<file path="config.mk">
export PLATFORM = sky130hd
export DESIGN_NAME = stream_mux_rr
export DESIGN_NICKNAME = d
export VERILOG_FILES = /design/src/rtl/stream_mux_rr.sv
export SDC_FILE = /design/constraint.sdc
export NUM_CORES = 1
export LEC_CHECK = 0
export CORE_MARGIN = 2
export CORE_UTILIZATION = 38
export DETAILED_ROUTE_END_ITERATION = 10
export GPL_ROUTABILITY_DRIVEN = 0
export PLACE_DENSITY = 0.92
export REMOVE_ABC_BUFFERS = 1
export SLEW_MARGIN = 30
export SYNTH_ARGS = -nofsm -noshare
export SYNTH_HDL_FRONTEND = slang
export SYNTH_SLANG_ARGS = --single-unit
</file>
<file path="constraint.sdc">
create_clock -name clk_i -period 2.4 [get_ports clk_i]
set_input_delay 0.48 -clock clk_i [delete_from_list [all_inputs] [get_ports clk_i]]
set_output_delay 0.48 -clock clk_i [all_outputs]
set_load 0.01 [all_outputs]
</file>
<file path="src/rtl/stream_mux_rr.sv">
// Round-robin N:1 valid/ready stream mux with a registered output stage.
// Define STREAM_MUX_RR_LOCK_EN to hold the grant on one channel until its packet ends.
module stream_mux_rr #(
  parameter int width_p = 8,
  parameter int channels_p = 4,
  localparam int sel_width_lp = $clog2(channels_p)
) (
  input  logic                          clk_i,
  input  logic                          reset_ni,
  input  logic [channels_p-1:0]         valid_i,
  output logic [channels_p-1:0]         ready_o,
  input  logic [channels_p*width_p-1:0] data_i,
  input  logic [channels_p-1:0]         last_i,
  output logic                          valid_o,
  input  logic                          ready_i,
  output logic [width_p-1:0]            data_o,
  output logic                          last_o,
  output logic [sel_width_lp-1:0]       sel_o
);

  logic [sel_width_lp-1:0] ptr_q;
  logic [sel_width_lp-1:0] grant;
  logic [sel_width_lp-1:0] cand;
  logic                    grant_valid;
  logic                    accept_en;
  logic                    in_xfer;
  logic [channels_p-1:0]   eligible;
  logic [width_p-1:0]      data_sel;
  logic                    last_sel;

`ifdef STREAM_MUX_RR_LOCK_EN
  logic                    lock_q;
  logic [sel_width_lp-1:0] lock_ch_q;

  // While a packet is open only the locked channel may compete, even if it is idle.
  always_comb begin
    eligible = '0;
    if (lock_q) begin
      eligible[lock_ch_q] = valid_i[lock_ch_q];
    end else begin
      eligible = valid_i;
    end
  end

  always_ff @(posedge clk_i or negedge reset_ni) begin
    if (!reset_ni) begin
      lock_q    <= 1'b0;
      lock_ch_q <= '0;
    end else if (in_xfer) begin
      lock_q    <= !last_sel;
      lock_ch_q <= grant;
    end
  end
`else
  assign eligible = valid_i;
`endif

  // Search starts one past the last winner and wraps, so the last winner has lowest priority.
  always_comb begin
    grant_valid = 1'b0;
    grant       = '0;
    cand        = '0;
    for (int i = 0; i < channels_p; i++) begin
      cand = sel_width_lp'((int'(ptr_q) + 1 + i) % channels_p);
      if (!grant_valid && eligible[cand]) begin
        grant_valid = 1'b1;
        grant       = cand;
      end
    end
  end

  always_comb begin
    data_sel = '0;
    last_sel = 1'b0;
    for (int k = 0; k < channels_p; k++) begin
      if (grant == sel_width_lp'(k)) begin
        data_sel = data_i[k*width_p +: width_p];
        last_sel = last_i[k];
      end
    end
  end

  assign accept_en = !valid_o || ready_i;
  assign in_xfer   = grant_valid && accept_en;

  always_comb begin
    ready_o = '0;
    if (reset_ni && grant_valid) begin
      ready_o[grant] = accept_en;
    end
  end

  always_ff @(posedge clk_i or negedge reset_ni) begin
    if (!reset_ni) begin
      valid_o <= 1'b0;
      data_o  <= '0;
      last_o  <= 1'b0;
      sel_o   <= '0;
      ptr_q   <= sel_width_lp'(channels_p - 1);
    end else if (in_xfer) begin
      valid_o <= 1'b1;
      data_o  <= data_sel;
      last_o  <= last_sel;
      sel_o   <= grant;
      ptr_q   <= grant;
    end else if (valid_o && ready_i) begin
      valid_o <= 1'b0;
    end
  end

endmodule

</file>
==> results of run 1 <==
-- area by class of cell --
class / count / area (um^2) / area share, %
multi-input cells: 85 / 602 / 34.9
flip-flops and latches: 14 / 353 / 20.5
inverters: 4 / 15.0 / 0.871
clock buffers: 4 / 36.3 / 2.10
well taps: 30 / 37.5 / 2.18
repair buffers: 72 / 681 / 39.5
-- cell families (layout without fill, tap and decap cells) --
family	after synthesis	count (layout)	synth area share, %
compound gates	18	18	15.8
flops	14	14	34.1
mux	17	17	17.3
buf+inv	12	80	8.94
simple gates	50	50	23.9
-- critical path, stage by stage, from the launching register on --
cell,delay [ns]
dfstp_2,0.61
and2b_1,0.21
o21ai_2,0.13
a21o_1,0.24
nor2b_1,0.16
buf_2,0.14
-- what timing repair did --
action | CTS | global route
endpoints found under the setup margin | 4 | 4
pin swaps | 2 | 1
gates resized for setup | 20 | 2
gates cloned | 0 | 0
-- cell usage after synthesis (all sizes together), types with 2 or more instances --
master	instances	area [um^2]
mux2	7	78.8
nand2b	4	25.0
buf	8	77.6
nand3	15	75.1
o311ai	7	76.3
dfrtp	12	300
dfstp	2	52.6
nand2	13	51.3
a211oi	6	45.0
a21o	2	15.0
nor2b	2	12.5
inv	4	15.0
nor2	11	41.3
mux2i	10	100
nand3b	2	15.0
-- path summary, 6_finish.rpt --
check,cells past startpoint,to,slack (ns)
worst max-delay path,5,ready_o[1],0.16
worst min-delay path,2,data_o[2],0.49
worst max register to register,6,last_o,0.36
worst min register to register,2,data_o[2],0.49
max in group asynchronous,2,ptr_q[1],1.52
min in group asynchronous,2,last_o,0.64
-- sequential cells by signal, indices dropped and copies added (netlist names) --
signal,cells
data_o,8
last_o,1
ptr_q,2
sel_o,2
valid_o,1
-- power by group through the flow --
stage	combinational [mW]	clock [mW]	sequential (mW)
6_report	0.505	0.174	0.340
5_1_grt	0.544	0.188	0.347
4_1_cts	0.510	0.179	0.340
3_5_place_dp	0.509	0	0.344
3_3_place_gp	0.489	0	0.340
2_1_floorplan	0.205	0	0.362
-- routing by layer --
layer	up-vias	wire length, um	global-route usage (%)
met5	-	0	0
met4	0	48	9.52
met3	4	252	4.88
met2	51	1610	37.1
met1	517	1130	20.9
li1	537	-	-
-- per-stage QoR --
step                hold WS (ns)  utilization, %  power (mW)
floorplan                  0.184               -       0.567
global placement           0.467            67.2       0.829
detailed placement         0.472            67.2       0.853
CTS                        0.492            68.2        1.03
global route               0.525            68.4        1.08
finish                     0.494            68.4        1.02
==> results.md, run 1 <==
- Global route overflow: 0
- Num ports: 59
- HPWL after detailed placement: 2450 um
- CTS clk-pin slew, worst paths: 0.09 ns
- Fin area: 1720 um^2
- Die width: 56.2 um
- Initial Util: 41.1%
- CP startpoint: ptr_q[1]
- CTS Buf Count: 3
- Max cap viols: 0
- Outcome: finished, final reports clean
- Vias in the first global route: 1,164
- Ys async rst share: 100%
- Clk pwr share: 17.1%
- Worst hold start: data_o[2]
- Syn Inst Count: 111
- Initial drt markers: 18
- Synth Flop Type: dfrtp_1
- Area delta synth->final: 66.4%
- Die Area: 3160 um^2
- Fin. Hold Viols: 0
- DR vias: 1,109
- Post-CTS Setup Bufs: 0
- Comb pwr share: 49.5%
- Routed Antenna Nets: 0
- CP startpoint kind: flip-flop
- Later-pin clock latency in the skew report: 0.28 ns
- Pwr/cell area: 591 nW/um^2
- Most frequent cells in the layout: clkdlybuf4s50_1 (50), nand3_1 (14), buf_4 (13), nand2_1 (12), dfrtp_1 (12)
- Sw frac: 33.2%
- Seq pwr share: 33.4%
- Post-layout nets: 223
- Largest net degree at the start of global routing: 18
- Layout cells sized above 1: 22.3%
- # setup viols final: 0
- Fmax: 447 MHz
- Worst slew margin: 80.6%
- Final setup TNS: 0 ns
- Yosys warns: 0
- Post-layout min period: 2.24 ns
- Core area: 2520 um^2
- Initial antenna violation count: 0
- #FFs+latches synth: 14
- CTS Buffer Depth: 2
- Clk_skew: 0.00553 ns
- Most common cell after layout, fill and taps aside: clkdlybuf4s50_1
- WP data arrival: 1.76 ns
- Drt pass-1 iters: 6
- Max-slew violations: 0
- CTS Sinks: 14
- Worst reg2reg path startpoint: ptr_q[1]
- Critical Path Fanout Max: 7
- Post-synth EDFFs: 0
- CTS tree: built
- Gr usage total: 20.1%
- CTS Hold Bufs: 0
- Syn avg cell area: 9.33 um^2
- P_leak: 0.746 nW
- Fillers: 196
- Cell variety after synth: 26
- CTS HTree Levels: 1
- Critical path required time: 1.92 ns
- P_int: 0.680 mW
- CP Class: flip-flop to primary output
- Final Non-Filler Cells: 209
- Placed cells: 205
- First-pass GRT wire length: 4980 um
- Setup crit end kind: primary output
- Final wirelength: 3040 um
- Switching power: 0.339 mW
- Setup ws final: 0.161 ns
- Worst min path class: flip-flop to flip-flop
- Routed len/inst: 14.5 um
- DP Area: 1690 um^2
- RSZ-0062 raised after global routing: no
- CTS root buf: clkbuf_4
- Fin crit share: 93.3%
- Row Count: 18
- Number of diodes: 0
- Die H: 56.2 um
- Maximum vdd drop: 0.000392 V
- Residual DRC: 0
- Seq/Total Area, Yosys: 34.1%
- Vias per cell: 5.31
- Worst slack, placed: -0.385 ns
- Synthesized area: 1040 um^2
- Worst Tran Pin Value: 0.287 ns
- Port Buf Inserts: 58
No activity file was read; power rests on OpenSTA's default activity.
==> run 2, diff against run 1 <==
Settings changed: CTS_CLUSTER_DIAMETER from default to 30.
Clock period 2.4 ns to 2.3 ns, I/O delays scaled along.
==> run 2 against run 1 <==
Cell area grew 2.4%; die area is the same; sequential share of layout area shrank 0.48 points; critical path type is now input pin to primary output; sequential power grew 4%; combinational power grew 9.9%; final cell count grew 1.9%; clock power shrank 16%; core utilization grew 1.6 points; register-to-register slack lost 0.06 ns; clock skew grew 0.0035 ns; total power grew 3.8%.
==> results.md, run 2 (same netlist as run 1, synthesis figures left out) <==
- Number of diodes: 0 (unchanged)
- Die H: 56.2 um (unchanged)
- Port Buf Inserts: 58 (unchanged)
- First-pass GRT wire length: 5400 um (was 4980 um)
- HPWL after detailed placement: 2510 um (was 2450 um)
- Vias in the first global route: 1,171 (was 1,164)
- PnR Total Power: 1.06 mW (was 1.02 mW)
- Fmax: 442 MHz
- RSZ-0062 raised after global routing: yes (was no)
- Fillers: 197 (was 196)
- Global route overflow: 0 (unchanged)
- Seq. cell area: 353 um^2 (unchanged)
- CTS Sinks: 14 (unchanged)
- Final wirelength: 3240 um (was 3040 um)
- Area delta synth->final: 70.4% (was 66.4%)
- Final setup TNS: 0 ns (unchanged)
- CTS HTree Levels: 1 (unchanged)
- CTS Buf Count: 3 (unchanged)
- Pwr/cell area: 599 nW/um^2 (was 591 nW/um^2)
- Slowest CP cell: or4_4 (was dfstp_2)
- Fin crit share: 98.4%
- Vias per cell: 5.37 (was 5.31)
- Post-layout nets: 228 (was 223)
- Outcome: finished, final reports clean (unchanged)
- End point of the critical path: ready_o[0] (was ready_o[1])
- Area taken by multi-input logic gates: 618 um^2 (was 602 um^2)
- Critical path required time: 1.84 ns (was 1.92 ns)
- Initial Util: 41.1% (unchanged)
- Worst slew margin: 83.6% (was 80.6%)
- Drt pass-1 iters: 4 (was 6)
- CP Class: input pin to primary output (was flip-flop to primary output)
- CP startpoint: valid_i[2] (was ptr_q[1])
- RR Endpoint: data_o[5] (was last_o)
- Critical path's largest stage delay: 0.50 ns (was 0.61 ns)
- Worst Tran Pin Value: 0.241 ns (was 0.287 ns)
- Flop2flop setup slack: 0.30 ns (was 0.36 ns)
- Initial drt markers: 24 (was 18)
- Gr usage total: 21.8% (was 20.1%)
- DR vias: 1,143 (was 1,109)
- CTS clk-pin slew, worst paths: 0.09 ns (about the same)
- Placed cells: 207 (was 205)
- Setup crit end kind: primary output (unchanged)
- CTS root buf: clkbuf_4 (unchanged)
- Most frequent cells in the layout: clkdlybuf4s50_1 (50), buf_4 (18), nand3_1 (14), nand2_1 (12), dfrtp_1 (12) (was clkdlybuf4s50_1 (50), nand3_1 (14), buf_4 (13), nand2_1 (12), dfrtp_1 (12))
- Routed Antenna Nets: 0 (unchanged)
- Residual DRC: 0 (unchanged)
- Final Non-Filler Cells: 213 (was 209)
- Maximum vdd drop: 0.000416 V (was 0.000392 V)
- Layout cells sized above 1: 24.6% (was 22.3%)
- Max cap viols: 0 (unchanged)
- P_leak: 0.752 nW (was 0.746 nW)
- CTS Buffer Depth: 2 (unchanged)
- CTS Hold Bufs: 0 (unchanged)
- Die width: 56.2 um (unchanged)
- WP data arrival: 1.80 ns (was 1.76 ns)
- CP cell instances: dlygate4sd2_1 -> or4_4 -> and2_4 -> nand3b_1 -> nor2_1 -> buf_2 (was and2b_1 -> o21ai_2 -> a21o_1 -> nor2b_1 -> buf_2)
- Later-pin clock latency in the skew report: 0.30 ns (was 0.28 ns)
- Die Area: 3160 um^2 (unchanged)
- Worst reg2reg path startpoint: ptr_q[1] (unchanged)
- Hold_ws: 0.491 ns (was 0.494 ns)
- Critical Path Fanout Max: 4 (was 7)
- # setup viols final: 0 (unchanged)
- Core area: 2520 um^2 (unchanged)
- Most common cell after layout, fill and taps aside: clkdlybuf4s50_1 (unchanged)
- Worst reg2reg path depth: 6 (unchanged)
- Worst min path class: flip-flop to flip-flop (unchanged)
- Most flop-heavy register: data_o (unchanged)
- Routed len/inst: 15.2 um (was 14.5 um)
- Max-slew violations: 0 (unchanged)
- Max FFs per register: 8 (unchanged)
- Num ports: 59 (unchanged)
- CP startpoint kind: input pin (was flip-flop)
- Row Count: 18 (unchanged)
- Top Registers: data_o: 8 flops, ptr_q: 2 flops, sel_o: 2 flops (unchanged)
- Clk_skew: 0.00898 ns (was 0.00553 ns)
- CTS tree: built (unchanged)
- Largest net degree at the start of global routing: 18 (unchanged)
- Post-layout min period: 2.26 ns
- Fin. Hold Viols: 0 (unchanged)
- Initial antenna violation count: 0 (unchanged)
[run 2: layout make-up]
type	count	area share [%]
repair buffers	77	40.8
multi-input cells	85	35.0
flip-flops and latches	14	20.0
well taps	30	2.13
clock buffers	3	1.28
inverters	4	0.850
[run 2: worst min path at each step]
stage	start	cells past startpoint	endpoint	slack (ns)
2_1_floorplan	reset_ni	0	data_o[0]	0.16
3_3_place_gp	last_o	2	last_o	0.47
3_5_place_dp	last_o	2	last_o	0.47
4_1_cts	last_o	2	last_o	0.49
5_1_grt	last_o	2	last_o	0.53
6_report	last_o	2	last_o	0.49
[run 2: through the flow]
stage | instance area (um^2) | util, % | worst slack [ns]
2_1_floorplan | 958 | - | 0.0544
3_3_place_gp | 1710 | 67.8 | -0.411
3_5_place_dp | 1710 | 67.8 | -0.429
4_1_cts | 1730 | 68.4 | 0.0772
5_1_grt | 1770 | 70.0 | -0.0128
6_report | 1770 | 70.0 | 0.0363
[run 2: layer usage]
metal  vias to the layer above  wire length, um  GRT usage, %
li1                        544                -             -
met1                       537             1230          24.1
met2                        53             1650          37.3
met3                         9              268          6.98
met4                         0               98          10.9
met5                         -                0             0
[run 2: repair_timing]
action	4_1_cts	5_1_grt
resized for setup	22	6
pin swaps	2	4
hold endpoints to repair	0	0
setup buffers	1	2
setup endpoints to repair	4	4
[run 2: critical path, delay by kind of cell]
kind	cells	cell delay (ns)
buffers and inverters	2	0.41
AND/OR/NAND/NOR	4	0.94
[run 2: where the power goes]
| part | switching, mW | internal, mW | total [mW] |
|---|---|---|---|
| clock network | 0.0861 | 0.0611 | 0.147 |
| registers | 0.0426 | 0.313 | 0.355 |
| logic | 0.236 | 0.319 | 0.555 |
